### src/rtl/elm_weight_loader_pkg.sv
// Shared types and constants for the neuron configuration bus loader.
// Defines the default widths, the FSM state type and a counter-width helper.
package elm_weight_loader_pkg;

  localparam int DATA_WIDTH_DEF = 16;
  localparam int CFG_WIDTH_DEF  = 2*DATA_WIDTH_DEF+1;

  typedef enum logic [2:0] {
    ST_IDLE,
    ST_WEIGHTS,
    ST_BIAS,
    ST_DONE,
    ST_ERR
  } state_t;

  function automatic int cnt_w(input int n);
    return (n > 1) ? $clog2(n) : 1;
  endfunction

endpackage

### src/rtl/elm_cfg_framer.sv
// Weight/neuron position counters and framing checks for one layer load.
// Flags the last weight, the last bias and any misplaced or missing tlast.
module elm_cfg_framer
  import elm_weight_loader_pkg::*;
#(
  parameter  int NUM_NEURONS = 30,
  parameter  int NUM_WEIGHT  = 128,
  localparam int WB = cnt_w(NUM_WEIGHT),
  localparam int NB = cnt_w(NUM_NEURONS)
) (
  input  logic          clk,
  input  logic          rst,
  input  logic          clear,
  input  logic          take_w,
  input  logic          take_b,
  input  logic          tlast,
  output logic          last_weight,
  output logic          last_bias,
  output logic          frame_err,
  output logic [NB-1:0] n_cnt,
  output logic [NB-1:0] n_nxt
);

  logic [WB-1:0] w_cnt;

  assign last_weight = (w_cnt == WB'(NUM_WEIGHT-1));
  assign last_bias   = (n_cnt == NB'(NUM_NEURONS-1));

  // tlast belongs only on the final bias; anywhere else, or absent there, is an error
  assign frame_err = (take_w & tlast) | (take_b & (last_bias ^ tlast));

  // neuron index as it will be after this cycle
  always_comb begin
    n_nxt = n_cnt;
    if (clear)
      n_nxt = '0;
    else if (take_b && !last_bias)
      n_nxt = n_cnt + NB'(1);
  end

  // position counters, stopping at their terminal counts
  always_ff @(posedge clk) begin
    if (rst || clear) begin
      w_cnt <= '0;
      n_cnt <= '0;
    end else begin
      if (take_w)
        w_cnt <= last_weight ? '0 : w_cnt + WB'(1);
      if (take_b && !last_bias)
        n_cnt <= n_cnt + NB'(1);
    end
  end

endmodule

### src/rtl/elm_weight_loader.sv
// Serialises a packed weight/bias AXI-Stream onto the neuron config bus.
// FSM, AXI handshake and registered broadcast outputs.
module elm_weight_loader
  import elm_weight_loader_pkg::*;
#(
  parameter int DATA_WIDTH  = DATA_WIDTH_DEF,
  parameter int LAYER_NO    = 1,
  parameter int NUM_NEURONS = 30,
  parameter int NUM_WEIGHT  = 128,
  parameter int CFG_WIDTH   = CFG_WIDTH_DEF
) (
  input  logic                  clk,
  input  logic                  rst,
  input  logic                  start,
  input  logic [DATA_WIDTH-1:0] s_axis_tdata,
  input  logic                  s_axis_tvalid,
  output logic                  s_axis_tready,
  input  logic                  s_axis_tlast,
  output logic [DATA_WIDTH-1:0] weightValue,
  output logic                  weightValid,
  output logic [DATA_WIDTH-1:0] biasValue,
  output logic                  biasValid,
  output logic [CFG_WIDTH-1:0]  config_layer_num,
  output logic [CFG_WIDTH-1:0]  config_neuron_num,
  output logic                  busy,
  output logic                  done,
  output logic                  err
);

  localparam int NB = cnt_w(NUM_NEURONS);

  state_t        state, state_nxt;
  logic          acc, take_w, take_b, clear, emit, active_nxt;
  logic          last_weight, last_bias, frame_err;
  logic [NB-1:0] n_cnt, n_nxt;

  assign s_axis_tready = (state == ST_WEIGHTS) | (state == ST_BIAS) |
                         (state == ST_ERR);
  assign busy   = s_axis_tready;
  assign acc    = s_axis_tvalid & s_axis_tready;
  assign take_w = acc & (state == ST_WEIGHTS);
  assign take_b = acc & (state == ST_BIAS);
  assign emit   = take_w | take_b;
  assign clear  = (state == ST_IDLE) & start;

  elm_cfg_framer #(
    .NUM_NEURONS (NUM_NEURONS),
    .NUM_WEIGHT  (NUM_WEIGHT)
  ) u_framer (
    .clk         (clk),
    .rst         (rst),
    .clear       (clear),
    .take_w      (take_w),
    .take_b      (take_b),
    .tlast       (s_axis_tlast),
    .last_weight (last_weight),
    .last_bias   (last_bias),
    .frame_err   (frame_err),
    .n_cnt       (n_cnt),
    .n_nxt       (n_nxt)
  );

  // state register
  always_ff @(posedge clk) begin
    if (rst)
      state <= ST_IDLE;
    else
      state <= state_nxt;
  end

  // next-state logic
  always_comb begin
    state_nxt = state;
    unique case (state)
      ST_IDLE: begin
        if (start)
          state_nxt = ST_WEIGHTS;
      end
      ST_WEIGHTS: begin
        if (take_w) begin
          if (frame_err)
            state_nxt = ST_IDLE;
          else if (last_weight)
            state_nxt = ST_BIAS;
        end
      end
      ST_BIAS: begin
        if (take_b) begin
          if (last_bias)
            state_nxt = s_axis_tlast ? ST_DONE : ST_ERR;
          else
            state_nxt = s_axis_tlast ? ST_IDLE : ST_WEIGHTS;
        end
      end
      ST_DONE: state_nxt = ST_IDLE;
      ST_ERR: begin
        if (acc && s_axis_tlast)
          state_nxt = ST_IDLE;
      end
      default: state_nxt = ST_IDLE;
    endcase
  end

  assign active_nxt = (state_nxt == ST_WEIGHTS) | (state_nxt == ST_BIAS);

  // registered broadcast bus; the neuron index travels with its word
  always_ff @(posedge clk) begin
    if (rst) begin
      weightValue       <= '0;
      weightValid       <= 1'b0;
      biasValue         <= '0;
      biasValid         <= 1'b0;
      config_layer_num  <= '0;
      config_neuron_num <= '0;
      done              <= 1'b0;
      err               <= 1'b0;
    end else begin
      weightValid <= take_w;
      biasValid   <= take_b;
      if (take_w)
        weightValue <= s_axis_tdata;
      if (take_b)
        biasValue <= s_axis_tdata;
      config_layer_num <= (emit || active_nxt) ?
                          CFG_WIDTH'(LAYER_NO) : '0;
      if (emit)
        config_neuron_num <= CFG_WIDTH'(n_cnt);
      else if (active_nxt)
        config_neuron_num <= CFG_WIDTH'(n_nxt);
      else
        config_neuron_num <= '0;
      done <= (state == ST_DONE);
      if (clear)
        err <= 1'b0;
      else if (frame_err)
        err <= 1'b1;
    end
  end

endmodule

### config.mk
export PLATFORM = sky130hd
export DESIGN_NAME = elm_weight_loader
export DESIGN_NICKNAME = d
export VERILOG_FILES = /design/src/rtl/elm_weight_loader_pkg.sv /design/src/rtl/elm_cfg_framer.sv /design/src/rtl/elm_weight_loader.sv
export SDC_FILE = /design/constraint.sdc
export NUM_CORES = 1
export LEC_CHECK = 0
export CORE_AREA = 2 2 73 75
export CTS_BUF_LIST = sky130_fd_sc_hd__clkbuf_4
export DETAILED_ROUTE_END_ITERATION = 7
export DIE_AREA = 0 0 75 77
export DONT_BUFFER_PORTS = 1
export HOLD_SLACK_MARGIN = 0.05
export PLACE_DENSITY = 0.75
export SETUP_SLACK_MARGIN = 0.2
export SLEW_MARGIN = 20
export SYNTH_ARGS = -nofsm -noshare
export SYNTH_HDL_FRONTEND = slang
export SYNTH_HIERARCHICAL = 1
export SYNTH_SLANG_ARGS = --single-unit
### constraint.sdc
create_clock -name clk -period 5.02 [get_ports clk]
set_clock_uncertainty 0.05 [all_clocks]
set_input_delay 0.753 -clock clk [delete_from_list [all_inputs] [get_ports clk]]
set_output_delay 0.753 -clock clk [all_outputs]
set_load 0.005 [all_outputs]
==> metrics.txt, run 1 <==
final setup fails 0; Crit path max-delay family flip-flops; Synth cell types 51; count of hold-fix buffers inserted at cts 0; Root Driver clkbuf_4; height of the chip ~77 um; flops & latches, synth between 50 and 60; worst-margin pin slew 760 ps; drc violations 0; via count 2133; top cell type's share of synthesized area 38.8%; highest clock rate about 0.39 GHz; vias per cell 5.07; Worst Min Path Start rst; period utilization about half; Clock Path Buffers 2; Initial DRC Count between 80 and 90; register area share after synthesis between 30% and 40%; CTS H-tree depth 3; Fin. Hold Viols 0; unrepaired setup endpoints after global routing no; WP data required approximately 4200 ps; Critical path buffers and inverters 0; CTS buffer count 9; Final nets 372; Post-Syn Area 2940 um^2; Syn Area/Cell 8.40 um^2; Crit Path Max Fanout 13; Gate Count Post-Synth 350; vias in the first global route 1841; GRT Total Usage a little under a fifth; hold crit path type primary input to flip-flop; peak supply drop ~0.13 mV; initial antenna violation count 0; Crit Reg-Reg Startpoint state[0]; Reg2Reg Setup Slack 2700 ps; antenna viol nets, final 0; post-synthesis async set-or-reset flop share 0%; core area ~5000 um^2; cts repair resizes 0; wirelength, routed between 5000 and 6000 um; R2R Path End state[0]; CP Class flip-flop to primary output; Arr. time, crit path roughly 1800 ps; Site Rows 26; EDFF count, synth 0; hpwl dp between 3000 and 4000 um; clk_lat worst skew around 400 ps; Period minus WS final between 2000 and 3000 ps; most frequent cell after synthesis nand2_1; setup bufs post-CTS 0; ys flop type dfxtp_1; routability cong. 0.863; Synth top cells by count nand2_1 (67), buf_4 (62), dfxtp_1 (57), a21oi_1 (35), o21ai_0 (13); final core utilization a little under three fifths; YS warnings 6; CP max stage cell dfxtp_1; Sink Count between 50 and 60; share of cells above drive strength 1 10.3%; first-pass GRT wire length about 8400 um; status finished clean; Avg WL per Cell between 10 and 15 um; Setup crit end s_axis_tready; startpoint types flip-flop; io pins approximately 130; Crit path depth 2; chip width 75 um; Area contributors post-synth dfxtp_1 (39%), buf_4 (16%), nand2_1 (8.6%); Power Density just over 300 nW/um^2; ANT cells 0; port bufs 0; largest net degree at the start of global routing 43; Critical Path Start state[0]; Layout area overhead -3.41%; Slew headroom approximately half; maxcap violations 0; CTS tree done; total negative slack 0 ps; Worst R2R Path Depth 8; P_leak 0.00106 uW; Initial Utilization roughly three fifths; top cell type by total area after synthesis dfxtp_1; cell chain of the critical path xor2_1 > o21a_1; Die Area 5780 um^2; Critical Path Max Stage Delay 660 ps; Worst Setup End Kind primary output; max-slew violations 0; Reg clk slew, reported paths 100 ps; grt total ovfl 0; drt pass-1 iters 4
area by class of cell:
class,count,area (um^2)
Clock buffer,9,67.6
Clock inverter,7,85.1
Fill cell,466,2140
Inverter,9,46.3
Multi-Input combinational cell,267,1400
Sequential cell,57,1140
Tap cell,70,87.6
Timing Repair Buffer,2,15.0
layout by cell type (no fill, tap or decap), drive strengths merged, types with 2 or more instances in the layout:
cell type  netlist  final
a21oi           45     45
a31oi            2      2
xnor2            2      2
a211oi           3      3
nor2b            3      3
xor2             3      3
nor2            10     10
nand3           10     10
o21ai           13     13
conb             1     60
nand4            4      4
inv              8      8
nand2           69     69
nand4bb          2      2
buf             75      2
clkbuf           1      9
or3              3      3
nor3             3      3
bufinv           0      2
o31ai            2      2
clkinv           1      5
nand4b           2      2
ha               5      5
dfxtp           57     57
and3             2      2
o211ai           3      3
nand2b           6      6
registers in the layout (all words and copies together), names as in the netlist:
signal             flops
biasValue             16
u_framer/w_cnt         7
biasValid              1
weightValue           16
done                   1
config_neuron_num      5
state                  3
config_layer_num       1
u_framer/n_cnt         5
err                    1
weightValid            1
worst min path at each step:
stage                      end  slack [ps]  cells past startpoint
6_report              state[2]         360                      1
3_5_place_dp   weightValue[15]         410                      2
5_1_grt        weightValue[10]         320                      1
4_1_cts        weightValue[10]         340                      1
3_3_place_gp    weightValue[1]         410                      2
2_1_floorplan     biasValue[0]         400                      2
worst register-to-register path, stage by stage (launching register included):
cell and delay [ps]:
dfxtp_1 660, nand4bb_1 200, buf_4 260, clkinv_4 200, inv_1 210, o21ai_0 160
o21ai_0 180, nand3_1 100, a211oi_1 220
routing by layer:
metal	share of wire, %	vias up	track usage, %
li1	-	1055	-
met1	42	974	23.1
met2	47	90	29.2
met3	9.1	14	6.04
met4	2.3	0	9.46
met5	0	-	0
through the flow:
step | cells | hold WS, ps | cell area [um^2] | power [uW] | setup WS, ps
after global placement | 405 | 405 | 2680 | 521 | 2600
after floorplan | 409 | 403 | 3160 | 558 | 2820
after CTS | 421 | 339 | 2840 | 883 | 2460
final | 421 | 356 | 2840 | 877 | 2430
after detailed placement | 405 | 411 | 2690 | 522 | 2740
after global routing | 421 | 319 | 2840 | 915 | 2310
report_power, final:
part	switching, uW	internal (uW)	total [uW]
clock	167	197	364
combinational	33.1	12.9	46.0
sequential	7.68	459	467
total	208	669	877
cell families (layout without fill, tap and decap cells):
kind of cell	count (synthesis)	in the layout	share of synthesized area, %
simple gates	122	122	19.9
buf+inv	85	27	21.4
compound gates	73	73	15.4
flops	57	57	38.8
fa+ha+maj	5	5	2.13
xor+xnor	5	5	1.49
mux	2	2	0.724
other cells	1	60	0.128
Power figures use the tool's default switching activity.
==> run 2, diff against run 1 <==
==> constraint.sdc (replaced) <==
create_clock -name clk -period 2.66 [get_ports clk]
set_clock_uncertainty 0.05 [all_clocks]
set_input_delay 0.399 -clock clk [delete_from_list [all_inputs] [get_ports clk]]
set_output_delay 0.399 -clock clk [all_outputs]
set_load 0.005 [all_outputs]
==> metrics.txt, run 2 (synthesized netlist as in run 1, its figures left out) <==
status finished clean; GRT Total Usage 18.5% (-0.37 points); Worst Setup End Kind flip-flop; hold crit path type primary input to flip-flop; CTS H-tree depth 3 (unchanged); drc violations 0 (unchanged); total negative slack 0 ps (unchanged); peak supply drop 0.219 mV (+67%); vias in the first global route 1848 (+0.38%); cell chain of the critical path nand4bb_1 > clkinv_4 > inv_1 > or3_1 > a21oi_1 > o21ai_0 > a21oi_1; chip width 75 um (unchanged); CP max stage cell dfxtp_1; CP most frequent cell a21oi_1; setup bufs post-CTS 0 (unchanged); Reg clk slew, reported paths 90 ps (about the same); Clock Path Buffers 2 (unchanged); Power Density 513 nW/um^2 (+66%); Period minus WS final between 2000 and 2500 ps; via count 2140 (+0.33%); Site Rows 26 (unchanged); wirelength, routed 5370 um (-2.0%); Sink Count 57 (unchanged); initial antenna violation count 0 (unchanged); core area 4980 um^2 (unchanged); Initial DRC Count 109 (+27%); Avg WL per Cell 12.7 um (-2.4%); Layout area overhead -4.34%; antenna viol nets, final 0 (unchanged); Initial Utilization 59.0% (unchanged); grt total ovfl 0 (unchanged); ANT cells 0 (unchanged); port bufs 0 (unchanged); P_leak 0.00106 uW (-0.64%); Largest regs biasValue: 16 flops, weightValue: 16 flops, u_framer/w_cnt: 7 flops; maxcap violations 0 (unchanged); most frequent cells in the layout nand2_1 (67), conb_1 (60), dfxtp_1 (57), a21oi_1 (35), o21ai_0 (13); Filler cells 478 (+2.6%); Crit Path Max Fanout 22 (+9); CTS buffer count 9 (unchanged); max-slew violations 0 (unchanged); area of placed instances 2690 um^2 (about the same); Critical Path Max Stage Delay 600 ps (-60 ps); post-route design area 2810 um^2 (-0.97%); startpoint types flip-flop; final core utilization 56.5% (-0.55 points); drt pass-1 iters 4 (unchanged); io pins 125 (unchanged); highest clock rate around 0.47 GHz; Final nets 375 (+0.81%); height of the chip 77 um (unchanged); vias per cell 5.06 (-0.15%); CTS tree done; Fin. Hold Viols 0 (unchanged); routability cong. 0.813 (-5.9%); unrepaired setup endpoints after global routing no; first-pass GRT wire length 8220 um (-2.5%); final setup fails 0 (unchanged); clk_lat worst skew 380 ps (-20 ps); Arr. time, crit path 2400 ps (+610 ps); CP Class flip-flop to flip-flop; Root Driver clkbuf_4; Die Area 5780 um^2 (unchanged); hpwl dp 3740 um (-2.6%); share of cells above drive strength 1 9.92% (-0.34 points); WP data required 2930 ps (-1290 ps); period utilization 80.2%; leading cell type in the layout, fill and taps excluded nand2_1; largest net degree at the start of global routing 40 (-7.0%)
[run 2: changes by cell type in the layout (fill, tap and decap cells not counted)]
cell           before  now
clkinvlp_4          1    0
dlygate4sd3_1       0    1
bufinv_16           2    0
buf_12              0    1
clkinv_2            2    3
clkinv_1            2    3
nor4b_2             1    0
buf_4               2    3
nor4b_1             0    1
[run 2: power by group]
part	leakage, uW	internal (uW)	switching, uW
Combinational	0.000537	29.5	73.2
Sequential	0.000461	867	13.8
Clock	0.0000578	173	286
Total	0.00106	1070	373
[run 2: critical path: cells and delay by family (launching register included)]
kind,cells,cell delay [ps]
AOI/OAI and AO/OA,3,440
buffers and inverters,2,340
and+or+nand+nor,2,630
DFF,1,600
[run 2: per-stage QoR]
step                cells  hold WS, ps  total power [uW]  setup slack, ps
floorplan             409          403              1050              678
global placement      406          405               984              668
detailed placement    406          414               987              609
CTS                   422         58.2              1460              541
global route          423         52.4              1520              336
finish                423         91.8              1440              526
[run 2: repair_timing]
item	CTS	global route
gates resized for setup	0	0
endpoints found under the hold margin	39	1
hold buffers	1	1
[run 2: worst paths after layout]
check	start	end	slack, ps	cells after the start
setup / recovery	state[1]	config_neuron_num[3]	530	7
hold / removal	s_axis_tdata[12]	biasValue[12]	90	2
setup reg to reg	state[1]	config_neuron_num[3]	530	7
hold reg to reg	weightValue[15]	weightValue[15]	430	2
[run 2: cell type report]
class | instances | area (um^2) | share of cell area [%]
clock inverters | 6 | 26.3 | 0.935
inverters | 9 | 46.3 | 1.65
clock buffers | 9 | 67.6 | 2.40
repair buffers | 5 | 52.6 | 1.87
flip-flops and latches | 57 | 1140 | 40.6
well taps | 70 | 87.6 | 3.12
multi-input cells | 267 | 1390 | 49.4
[run 2: routing by layer]
metal | GRT usage, % | wire (um)
met3 | 7.75 | 539
met2 | 28.2 | 2510
met5 | 0 | 0
met4 | 9.46 | 109
met1 | 21.9 | 2210
